**config.mk**
```make
export PLATFORM = sky130hd
export DESIGN_NAME = player_link_rx
export DESIGN_NICKNAME = d
export VERILOG_FILES = /design/src/rtl/player_link_rx.sv
export SDC_FILE = /design/constraint.sdc
export NUM_CORES = 1
export LEC_CHECK = 0
export ABC_AREA = 1
export ABC_CLOCK_PERIOD_IN_PS = 3800
export CAP_MARGIN = 20
export CORE_MARGIN = 8
export CORE_UTILIZATION = 45
export CTS_CLUSTER_SIZE = 8
export DETAILED_ROUTE_END_ITERATION = 8
export GPL_ROUTABILITY_DRIVEN = 0
export SLEW_MARGIN = 20
export SYNTH_ARGS = -nofsm -noshare
export SYNTH_HDL_FRONTEND = slang
export SYNTH_SLANG_ARGS = --single-unit
```
**constraint.sdc**
```tcl
create_clock -name clk60MHz -period 3.8 [get_ports clk60MHz]
set_input_delay 0.57 -clock clk60MHz [delete_from_list [all_inputs] [get_ports clk60MHz]]
set_output_delay 0.57 -clock clk60MHz [all_outputs]
set_load 0.01 [all_outputs]
```
**src/rtl/player_link_rx.sv**
```systemverilog
// player_link_rx: receives 8N1 status frames from the remote board and
// decodes its player-ready flags and current player.
//   clk60MHz         system clock
//   rst              synchronous reset, active-high
//   rx               asynchronous serial line, idles high
//   in_player1_ready remote board holds player 1
//   in_player2_ready remote board holds player 2
//   remote_player    remote board's current_player bit
//   frame_valid      1-cycle pulse on an accepted frame
//   frame_error      1-cycle pulse on a rejected frame
//   link_lost        no valid frame within TIMEOUT_CYCLES
module player_link_rx #(
    parameter int unsigned CLKS_PER_BIT   = 521,
    parameter int unsigned TIMEOUT_CYCLES = 6_000_000
) (
    input  logic clk60MHz,
    input  logic rst,
    input  logic rx,
    output logic in_player1_ready,
    output logic in_player2_ready,
    output logic remote_player,
    output logic frame_valid,
    output logic frame_error,
    output logic link_lost
);

    localparam int unsigned HALF_BIT    = CLKS_PER_BIT / 2;
    localparam int unsigned CNT_W       = $clog2(CLKS_PER_BIT);
    localparam int unsigned TO_W        = $clog2(TIMEOUT_CYCLES + 1);
    localparam logic [3:0]  SYNC_NIBBLE = 4'hA;

    typedef enum logic [1:0] {IDLE, START, DATA, STOP} state_t;

    state_t            state_q, state_d;
    logic              rx_meta, rx_s;
    logic [CNT_W-1:0]  clk_cnt;
    logic [2:0]        bit_idx;
    logic [7:0]        shift_q;
    logic              stop_bit_q;
    logic              check_q;
    logic [TO_W-1:0]   to_cnt;

    logic cnt_clr_c, bit_clr_c, data_sample_c, stop_sample_c;
    logic half_tick_c, bit_tick_c, frame_ok_c;

    // State register
    always_ff @(posedge clk60MHz) begin
        if (rst) state_q <= IDLE;
        else     state_q <= state_d;
    end

    // Next-state and bit-timing strobes
    always_comb begin
        state_d       = state_q;
        cnt_clr_c     = 1'b0;
        bit_clr_c     = 1'b0;
        data_sample_c = 1'b0;
        stop_sample_c = 1'b0;
        half_tick_c   = (clk_cnt == CNT_W'(HALF_BIT - 1));
        bit_tick_c    = (clk_cnt == CNT_W'(CLKS_PER_BIT - 1));
        case (state_q)
            IDLE: begin
                cnt_clr_c = 1'b1;
                if (!rx_s) begin
                    state_d   = START;
                    bit_clr_c = 1'b1;
                end
            end
            START: begin
                // Mid start bit: a high line here was only a glitch
                if (half_tick_c) begin
                    cnt_clr_c = 1'b1;
                    state_d   = rx_s ? IDLE : DATA;
                end
            end
            DATA: begin
                if (bit_tick_c) begin
                    cnt_clr_c     = 1'b1;
                    data_sample_c = 1'b1;
                    if (bit_idx == 3'd7) state_d = STOP;
                end
            end
            STOP: begin
                if (bit_tick_c) begin
                    cnt_clr_c     = 1'b1;
                    stop_sample_c = 1'b1;
                    state_d       = IDLE;
                end
            end
            default: state_d = IDLE;
        endcase
    end

    // Synchronizer, bit counters and shift register
    always_ff @(posedge clk60MHz) begin
        if (rst) begin
            rx_meta    <= 1'b1;
            rx_s       <= 1'b1;
            clk_cnt    <= '0;
            bit_idx    <= '0;
            shift_q    <= '0;
            stop_bit_q <= 1'b0;
            check_q    <= 1'b0;
        end else begin
            rx_meta <= rx;
            rx_s    <= rx_meta;
            clk_cnt <= cnt_clr_c ? '0 : clk_cnt + CNT_W'(1);
            if (bit_clr_c)
                bit_idx <= '0;
            else if (data_sample_c && bit_idx != 3'd7)
                bit_idx <= bit_idx + 3'd1;
            if (data_sample_c) shift_q[bit_idx] <= rx_s;
            if (stop_sample_c) stop_bit_q <= rx_s;
            check_q <= stop_sample_c;
        end
    end

    // Frame accepted only with good stop bit, sync nibble, reserved bit and
    // at most one player claimed
    assign frame_ok_c = stop_bit_q && (shift_q[7:4] == SYNC_NIBBLE) &&
                        !shift_q[3] && (shift_q[1:0] != 2'b11);

    // Decoded outputs and link watchdog; an accepted frame beats the timeout
    always_ff @(posedge clk60MHz) begin
        if (rst) begin
            in_player1_ready <= 1'b0;
            in_player2_ready <= 1'b0;
            remote_player    <= 1'b0;
            frame_valid      <= 1'b0;
            frame_error      <= 1'b0;
            link_lost        <= 1'b1;
            to_cnt           <= '0;
        end else begin
            frame_valid <= check_q && frame_ok_c;
            frame_error <= check_q && !frame_ok_c;
            if (check_q && frame_ok_c) begin
                in_player1_ready <= shift_q[0];
                in_player2_ready <= shift_q[1];
                remote_player    <= shift_q[2];
                link_lost        <= 1'b0;
                to_cnt           <= '0;
            end else begin
                if (to_cnt != TO_W'(TIMEOUT_CYCLES)) to_cnt <= to_cnt + TO_W'(1);
                if (to_cnt == TO_W'(TIMEOUT_CYCLES - 1)) begin
                    link_lost        <= 1'b1;
                    in_player1_ready <= 1'b0;
                    in_player2_ready <= 1'b0;
                end
            end
        end
    end

endmodule

```
## After elaboration in Yosys (flattened, before gate mapping)

Index checks and enable logic that the tools add are counted.
W data, S select, Z words.

| cells by class | value |
|---|---|
| reduce and logical (&&, ||, !) cells | 16 |
| bitwise logic cells | 0 |
| equal/unequal tests | 16 |
| shift operators | 0 |
| multipliers | 0 |
| $add $sub $neg | 3 |
| mux-type cells | 22 |
| $lt $le $gt $ge | 2 |
| div/mod/pow operators | 0 |

Operators by type and width:

| kind | count |
|---|---|
| $add A23 B1 Y23 const B | 1 |
| $eq A23 B23 Y1 const B | 1 |
| $ne A23 B23 Y1 const B | 1 |
| $mux W1 | 12 |
| $mux W2 | 6 |
| $ne A2 B2 Y1 const B | 6 |
| $add A10 B1 Y10 const B | 1 |
| $eq A10 B10 Y1 const B | 1 |
| $eq A10 B9 Y1 const B | 1 |
| $bwmux W8 | 1 |
| $pmux W2 S4 | 1 |
| $reduce_or A2 Y1 | 4 |
| $logic_and A1 B1 Y1 | 7 |
| $reduce_and A5 Y1 | 1 |
| $eq A2 B2 Y1 const B | 2 |
| $eq A4 B4 Y1 const B | 1 |
| $lt A3 B4 Y1 const B | 1 |
| $add A3 B1 Y3 const B | 1 |
| $demux W1 S3 | 1 |
| $eq A3 B3 Y1 const B | 1 |
| $ge A3 B1 Y1 const B | 1 |
| $ne A3 B3 Y1 const B | 1 |
| $pmux W1 S3 | 1 |
| $eq A2 B1 Y1 const B | 1 |
| 3 further kinds | 4 |

| storage, ports and cells | value |
|---|---|
| bits in read-only memories | 0 |
| memory bits (writable) | 0 |
| memories | 0 |
| output and inout port bits | 6 |
| bits in latches | 0 |
| word-level logic and storage cells | 74 |
| bits in registers | 56 |

## Logic depth before layout (Yosys ltp)

Gate-level depths: netlist (run 1).

| depth | value |
|---|---|
| depth in word-level cells | 6 |
| mapped depth | 11 |

## Worst setup path after synthesis (run 1)

No wires, ideal clock.

| path | value |
|---|---|
| path type | register to register |
| from | reg to_cnt[0] |
| to | reg to_cnt[18] |
| period minus slack after synthesis | 1,449 ps |
| slack | 2,351 ps |
| stages on the path, launching flop included | 9 |
| library setup time | 116 ps |
| arrival time | 1,333 ps |
| cells stage by stage | dfxtp_1 -> ha_1 -> nand3_2 -> nor2_4 -> nand3_4 -> nor2_4 -> nand4_1 -> xor2_1 -> nor2_2 |

| between the ends | value |
|---|---|
| cells in the longest elaborated chain, start to end | 1 |
| elaborated cells between the ends (all ways) | 2 |
| classes of those cells | 1 x add/sub; 1 x eq/ne |

Ends and longest elaborated chain:

| item | RTL line | text |
|---|---|---|
| start, declared | 41 | `logic [TO_W-1:0] to_cnt;` |
| start signal, assigned | 143 | `if (to_cnt != TO_W'(TIMEOUT_CYCLES)) to_cnt <= to_cnt + TO_W'(1);` |
| $add A23 B1 Y23 / $ne A23 B23 Y1 (equally long branches) | 143 |  |

Parallel ways exist; a longest one is shown, timed or not.
A chain may end at the register's enable or synchronous reset.

## Worst setup path after layout (run 1)

| path | value |
|---|---|
| from | in rst |
| to | reg to_cnt[8] |

| between the ends | value |
|---|---|
| cells in the longest elaborated chain, start to end | 1 |

Ends and longest elaborated chain:

| item | RTL line | text |
|---|---|---|
| start, declared | 17 | `input logic rst,` |
| $reduce_or A2 Y1 (no line) | - |  |

Every way passes these cells.

==> results.ini, run 1 <==
[clock_tree]
cts-hold-fix-buffers = 0
cts.sinks = 56
clkLatencyLatePin_ps = 300
cts_tree = built
postCtsSetupRepairBufs = 0
cts_resized = 0
clock_path_buffers = 2
cts_htree_levels = 2
clock-root-buffer = clkbuf_8
cts_buffers = 5
clkTransAtPathRegs_ps = 100

[floorplan]
io_pins = 9
die_area_mm2 = 0.008550
start_util = 0.4552
die_x_um = 92.47
rows = 28
dieHeight_um = 92.47
core_mm2 = 0.005781

[global_route]
grt_pass1_vias = 2032
overflow = 0
grt_max_degree = 17
grt_pass1_wl_um = 9004
grt_use_total = 0.1267
antenna_found_initial = 0

[timing]
period_share = 0.6372
layout_min_cycle_time_ps = 2421
max_freq_ghz = 0.4130
totalNegativeSetupSlack_ps = 0
rsz0062_at_grt = false
slew_headroom = 0.6266
setup_viol = 0
hold_viol = 0
fin_skew_ps = 9.079
worst_slew_pin_slew_ps = 555.0
drv_slew = 0

[worst_setup_path]
cp_cell_sequence = clkdlybuf4s50_1 > clkinv_1 > nand2_1 > inv_2 > o21ai_0 > a21oi_1
r2r-end = to_cnt[8]
critPathMaxFanout = 14
arrival_ps = 2610
crit_type = input port to flip-flop
cp-end-kind = flip-flop
max_stage_delay_ps = 760
r2r_cells = 7
r2r_start = shift_q[5]
worstSetupStartpoint = rst
worstPathRequired_ps = 3990
path_delay_family = buffers and inverters
reg2reg_slack_ps = 1960
path_buf_inv = 3
startpoint_type = input port
cpMaxStageDelayCell = clkdlybuf4s50_1

[finish]
nets = 381
area_growth_pct = 10.60
drive_gt1_frac = 0.09677
diodes = 0

[min_path]
min_to = rx_s
hold_class = flip-flop to flip-flop
hold_start = rx_meta
hold_path_depth = 1

[route]
drtPass1Iterations = 4
drcViolationCount = 0
drt-initial-drc-count = 120
detail_route.vias_per_cell = 4.922
postRouteAntennaNets = 0
wirelength_um = 5179
wl_per_cell_um = 11.59
vias = 2200

[synth]
ys_types = 33
synth.avg_cell_area_um2 = 7.269
yosys_warnings = 0
ys_seq_elements = 56
yosysSeqAreaShare = 0.4261
syn-num-nets = 371
netlist_area_mm2 = 0.002631
synthesis.instances = 362

[power_and_ir_drop]
vdd_drop_max_mv = 0.2403
p_leak_nw = 1.045
power_mw = 1.096
p_per_area_mw_per_mm2 = 376.5

[outcome]
status = finished clean

[job]
cap_violations = 0

[placed_design]
hpwl_um = 3960
portBuffers = 8

how the worst max path moves through the flow:
stage | slack (ps) | cells after the start | end
finish | 1380 | 6 | to_cnt[8]
global route | 1190 | 6 | to_cnt[8]
CTS | 1360 | 6 | in_player1_ready
detailed placement | 1040 | 6 | in_player1_ready
global placement | 1120 | 6 | to_cnt[8]
floorplan | 2350 | 8 | to_cnt[18]
layout make-up:
| cell class | instances | area (µm²) |
|---|---|---|
| clock buffers | 5 | 68.82 |
| clock inverters | 2 | 60.06 |
| fillers | 589 | 2870 |
| inverters | 51 | 191.4 |
| multi-input cells | 250 | 1295 |
| flip-flops and latches | 56 | 1121 |
| well taps | 75 | 93.84 |
| repair buffers | 8 | 80.08 |
power breakdown:
group / switching [mW] / internal (mW) / leakage, nW
clock network: 0.184 / 0.259 / 0.0642
registers: 0.00908 / 0.594 / 0.452
logic: 0.0321 / 0.0171 / 0.528
total: 0.225 / 0.870 / 1.04
cell families (layout without fill, tap and decap cells):
| logic type | count (synthesis) | count (layout) | share of synthesized area |
|---|---|---|---|
| AO/OA/AOI/OAI | 57 | 57 | 0.1155 |
| XOR/XNOR | 7 | 7 | 0.02330 |
| adder cells (fa/ha/maj) | 6 | 6 | 0.02853 |
| buffers and inverters | 56 | 66 | 0.08179 |
| flip-flops | 56 | 56 | 0.4261 |
| AND/OR/NAND/NOR | 180 | 180 | 0.3248 |
metrics by stage:
step | hold slack [ps] | setup WS, ps | instances | utilization | cell area [µm²]
6_report | 416.0 | 1379 | 447 | 0.5035 | 2910
5_1_grt | 433.8 | 1186 | 447 | 0.5035 | 2910
4_1_cts | 419.3 | 1360 | 447 | 0.5035 | 2910
3_5_place_dp | 395.0 | 1035 | 440 | 0.4812 | 2781
3_3_place_gp | 395.0 | 1117 | 440 | 0.4812 | 2781
2_1_floorplan | 389.5 | 2351 | 362 | - | 2631
registers in the layout, indices dropped and copies added (netlist names), named ones only:
signal and count:
rx_s 1, frame_error 1, shift_q 8, in_player2_ready 1, stop_bit_q 1, bit_idx 3
state_q 1, in_player1_ready 1, link_lost 1, clk_cnt 10, check_q 1, rx_meta 1
frame_valid 1, remote_player 1, to_cnt 23
routing by layer:
| layer | global-route usage | share of wire | vias up |
|---|---|---|---|
| li1 | - | - | 1200 |
| met1 | 0.1613 | 0.51 | 974 |
| met2 | 0.2074 | 0.45 | 20 |
| met3 | 0.02265 | 0.018 | 6 |
| met4 | 0.04966 | 0.013 | 0 |
| met5 | 0 | 0 | - |
cell usage in the layout, fill, tap and decap left out, types with 6 or more instances in the layout:
master,synthesis,final
a21oi_1,34,34
nand2_2,6,6
nor3_1,18,18
nand4_1,9,9
nand2_1,60,60
nor2_1,46,46
ha_1,6,6
nand3_1,18,18
inv_2,7,7
inv_1,43,43
dfxtp_1,56,56
clkdlybuf4s50_1,0,8
o21ai_0,14,14
synth_stat cells:
| cell type | instances | area share |
|---|---|---|
| dfxtp_1 | 56 | 0.43 |
| a31oi_1 | 2 | 0.0048 |
| nand2_2 | 6 | 0.014 |
| nand3_2 | 1 | 0.0038 |
| or2_2 | 5 | 0.012 |
| nand4_1 | 9 | 0.021 |
| nand2_1 | 60 | 0.086 |
| o21a_1 | 1 | 0.0029 |
| clkinv_1 | 1 | 0.0014 |
| nor2_2 | 3 | 0.0071 |
| nand3b_1 | 1 | 0.0029 |
| nor4_1 | 5 | 0.012 |
| nor3_1 | 18 | 0.034 |
| ha_1 | 6 | 0.029 |
| and3_1 | 2 | 0.0048 |
| a21oi_1 | 34 | 0.065 |
| o21ai_1 | 3 | 0.0057 |
| nor2_1 | 46 | 0.066 |
| inv_1 | 43 | 0.061 |
| nor2_4 | 3 | 0.013 |
| buf_2 | 4 | 0.0076 |
| nor3b_1 | 1 | 0.0029 |
| o21ai_0 | 14 | 0.027 |
| nor4_2 | 1 | 0.0048 |
| xnor2_1 | 2 | 0.0067 |
| o211ai_1 | 1 | 0.0029 |
| nand3_4 | 1 | 0.0067 |
| nand3_1 | 18 | 0.034 |
| inv_2 | 7 | 0.010 |
| a211oi_2 | 1 | 0.0048 |
| xor2_1 | 5 | 0.017 |
| o21ai_2 | 1 | 0.0033 |
| clkbuf_1 | 1 | 0.0014 |
(Power assumes the default switching activity.)
==> run 2, diff against run 1 <==
Settings changed: ABC_CLOCK_PERIOD_IN_PS 3800 to 2500.
Clock period 3.8 ns to 2.5 ns, I/O delays scaled along.
==> results.ini, run 2 (synthesis results as in run 1) <==
[finish]
nets = 383
final_common_cell = nand2_1
diodes = 0
largest_register_ff_count = 23
final_cell_mix = nand2_1 (60), dfxtp_1 (56), nor2_1 (46)
top_regs = to_cnt x23, clk_cnt x10, shift_q x8
area_growth_pct = 9.986
final_area_mm2 = 0.002894
top_register = to_cnt
fin_util = 0.5006
nFillCells = 596
drive_gt1_frac = 0.1040

[timing]
rsz0062_at_grt = false
hold_viol = 0
worst_slew_pin_slew_ps = 499.9
slew_headroom = 0.6637
period_share = 0.6555
layout_min_cycle_time_ps = 1639
fin_skew_ps = 11.33
max_freq_ghz = 0.6102
drv_slew = 0
setup_viol = 0
whs_ps = 423.2
totalNegativeSetupSlack_ps = 0

[clock_tree]
cts_buffers = 5
cts_resized = 0
clkTransAtPathRegs_ps = 100
postCtsSetupRepairBufs = 0
cts.sinks = 56
clock-root-buffer = clkbuf_8
cts_htree_levels = 2
cts-hold-fix-buffers = 0
cts_tree = built
clock_path_buffers = 2
clkLatencyLatePin_ps = 310

[floorplan]
rows = 28
die_x_um = 92.47
die_area_mm2 = 0.008550
io_pins = 9
core_mm2 = 0.005781
start_util = 0.4552
dieHeight_um = 92.47

[route]
vias = 2221
wl_per_cell_um = 11.57
detail_route.vias_per_cell = 4.936
drcViolationCount = 0
postRouteAntennaNets = 0
drtPass1Iterations = 4
drt-initial-drc-count = 148
wirelength_um = 5205

[power_and_ir_drop]
p_per_area_mw_per_mm2 = 523.6
power_mw = 1.515
p_leak_nw = 1.034
vdd_drop_max_mv = 0.2973

[global_route]
antenna_found_initial = 0
grt_pass1_vias = 2124
overflow = 0
grt_max_degree = 18
grt_pass1_wl_um = 9508
grt_use_total = 0.1338

[worst_setup_path]
cp-end-kind = flip-flop
arrival_ps = 1840
cp_cell_sequence = ha_1 > nand3_2 > nor2_4 > nand3_4 > nor2_2 > nand4_1 > o21ai_1 > a21oi_1
max_stage_delay_ps = 410
crit_type = flip-flop to flip-flop
worstPathRequired_ps = 2700
critPathMaxFanout = 5
cpMaxStageDelayCell = dfxtp_1
startpoint_type = flip-flop

[placed_design]
hpwl_um = 3967
portBuffers = 8
placed_area_mm2 = 0.002796

[min_path]
hold_class = flip-flop to flip-flop

[job]
cap_violations = 0

[outcome]
status = finished clean

[run 2: changes by cell type in the layout (fill, tap and decap cells not counted), sizes merged]
cell / change
buf: +2
bufinv: -2
clkinvlp: +2
clkbuf: +1
[run 2: final cells by class]
type	count	area [µm²]	share of cell area
Clock buffer	6	82.58	0.02853
Clock inverter	2	15.01	0.005188
Timing Repair Buffer	10	95.09	0.03286
Sequential cell	56	1121	0.3874
Tap cell	75	93.84	0.03243
Inverter	51	191.4	0.06615
Multi-Input combinational cell	250	1295	0.4475
[run 2: final timing paths]
check            start  cells after the start  slack (ps)    endpoint
min            rx_meta                      1         420        rx_s
max reg2reg  to_cnt[0]                      8         860  to_cnt[20]
max          to_cnt[0]                      8         860  to_cnt[20]
min reg2reg    rx_meta                      1         420        rx_s
[run 2: routing by layer]
metal | up-vias | GRT usage | share of wire
met5 | - | 0 | 0
met4 | 0 | 0.04027 | 0.0065
met3 | 4 | 0.03479 | 0.034
met2 | 36 | 0.2187 | 0.46
met1 | 978 | 0.1685 | 0.50
li1 | 1203 | - | -
[run 2: report_power, final]
group	switching, mW	leakage [nW]	internal, mW
logic	0.0484	0.538	0.0281
clock network	0.297	0.0434	0.225
registers	0.0144	0.452	0.903
[run 2: metrics by stage]
step                cells  setup WS (ps)
floorplan             362           1051
global placement      442          665.1
detailed placement    442          628.2
CTS                   450          834.0
global route          450          669.3
finish                450          861.3
[run 2: worst max-delay path, delay by kind of cell (launching register included)]
family | cells | cell delay, ps
flip-flops | 1 | 410
adder cells (fa/ha/maj) | 1 | 230
AO/OA/AOI/OAI | 2 | 190
AND/OR/NAND/NOR | 5 | 720
==> run 3, diff against run 2 <==
Settings changed: ABC_CLOCK_PERIOD_IN_PS 2500 to 1700.
Clock period 2.5 ns to 1.7 ns, I/O delays scaled along.
==> results.ini, run 3 (synthesis results as in run 1) <==
[floorplan]
die_x_um = 92.47
io_pins = 9
start_util = 0.4552
die_area_mm2 = 0.008550
core_mm2 = 0.005781
rows = 28
dieHeight_um = 92.47

[worst_setup_path]
worstPathRequired_ps = 1930
critPathMaxFanout = 5
arrival_ps = 1790
cp-end-kind = flip-flop
startpoint_type = flip-flop
crit_type = flip-flop to flip-flop

[timing]
whs_ps = 423.8
worst_slew_pin_slew_ps = 439.5
layout_min_cycle_time_ps = 1564
fin_skew_ps = 4.591
max_freq_ghz = 0.6395
setup_viol = 0
rsz0062_at_grt = false
drv_slew = 0
totalNegativeSetupSlack_ps = 0
slew_headroom = 0.7043
hold_viol = 0
period_share = 0.9198

[clock_tree]
cts-hold-fix-buffers = 0
cts.sinks = 56
cts_tree = built
clkTransAtPathRegs_ps = 110
cts_buffers = 5
clkLatencyLatePin_ps = 320
cts_htree_levels = 2
clock_path_buffers = 2
clock-root-buffer = clkbuf_8

[route]
vias = 2252
wl_per_cell_um = 11.54
drcViolationCount = 0
postRouteAntennaNets = 0
drt-initial-drc-count = 78
drtPass1Iterations = 4
wirelength_um = 5249
detail_route.vias_per_cell = 4.949

[finish]
diodes = 0
nFillCells = 575
largest_register_ff_count = 23
final_cell_mix = nand2_1 (60), dfxtp_1 (53), nor2_1 (44)
top_register = to_cnt
nets = 388
drive_gt1_frac = 0.1395
final_common_cell = nand2_1
top_regs = to_cnt x23, clk_cnt x10, shift_q x8
area_growth_pct = 13.84

[outcome]
status = finished clean

[placed_design]
hpwl_um = 3944
portBuffers = 8

[global_route]
grt_use_total = 0.1328
grt_max_degree = 20
grt_pass1_wl_um = 9522
antenna_found_initial = 0
overflow = 0
grt_pass1_vias = 2144

[job]
cap_violations = 0

[power_and_ir_drop]
p_leak_nw = 1.079
vdd_drop_max_mv = 0.4055
p_per_area_mw_per_mm2 = 800.4

[min_path]
hold_class = flip-flop to flip-flop

[run 3: changes by cell type in the layout (fill, tap and decap cells not counted), moves of 2 or more]
cell	previous run	this run
buf_4	2	7
clkinvlp_4	2	0
dfxtp_1	56	53
dfxtp_2	0	3
nor2_1	46	44
nor2_4	3	5
[run 3: area by class of cell]
type,count,area (µm²),share of cell area
clock inverters,3,50.05,0.01671
multi-input cells,250,1331,0.4444
repair buffers,15,132.6,0.04428
inverters,51,193.9,0.06475
flip-flops and latches,56,1125,0.3755
well taps,75,93.84,0.03133
clock buffers,5,68.82,0.02297
[run 3: power by group]
group          total [mW]  leakage (nW)  switching (mW)  internal, mW
clock network       0.931        0.0607           0.476         0.455
logic               0.117         0.565          0.0732        0.0439
registers            1.35         0.453          0.0202          1.33
total                2.40          1.08           0.569          1.83
[run 3: through the flow]
step | power [mW] | area, µm² | setup slack, ps | util | cells
floorplan | 1.461 | 2631 | 251.3 | - | 362
global placement | 1.493 | 2819 | 111.1 | 0.4877 | 445
detailed placement | 1.495 | 2819 | 115.4 | 0.4877 | 445
CTS | 2.418 | 2938 | 84.43 | 0.5082 | 453
global route | 2.485 | 2995 | 6.962 | 0.5182 | 455
finish | 2.398 | 2995 | 136.4 | 0.5182 | 455
[run 3: critical path: stages, from the launching register on]
cell and delay, ps:
dfxtp_2 380, ha_2 210, nand3_2 120, nor2_4 150, nand3_4 130, nor2_4 160
nand4_1 120, xor2_1 180, nor2_2 40
[run 3: path summary, 6_finish.rpt]
check | from | to | slack, ps | depth (start not counted)
setup / recovery | to_cnt[0] | to_cnt[18] | 140 | 8
hold / removal | rx_meta | rx_s | 420 | 1
setup reg to reg | to_cnt[0] | to_cnt[18] | 140 | 8
hold reg to reg | rx_meta | rx_s | 420 | 1
[run 3: timing repair]
item,CTS,global route
gates resized for setup,0,14
endpoints found under the setup margin,0,15
setup buffers,0,2
[run 3: layer usage]
metal	share of wire	global-route usage	vias up	wire length (µm)
met5	0	0	-	0
met1	0.52	0.1737	1011	2712
li1	-	-	1217	-
met3	0.032	0.03317	6	169
met2	0.44	0.2098	18	2304
met4	0.012	0.04027	0	62
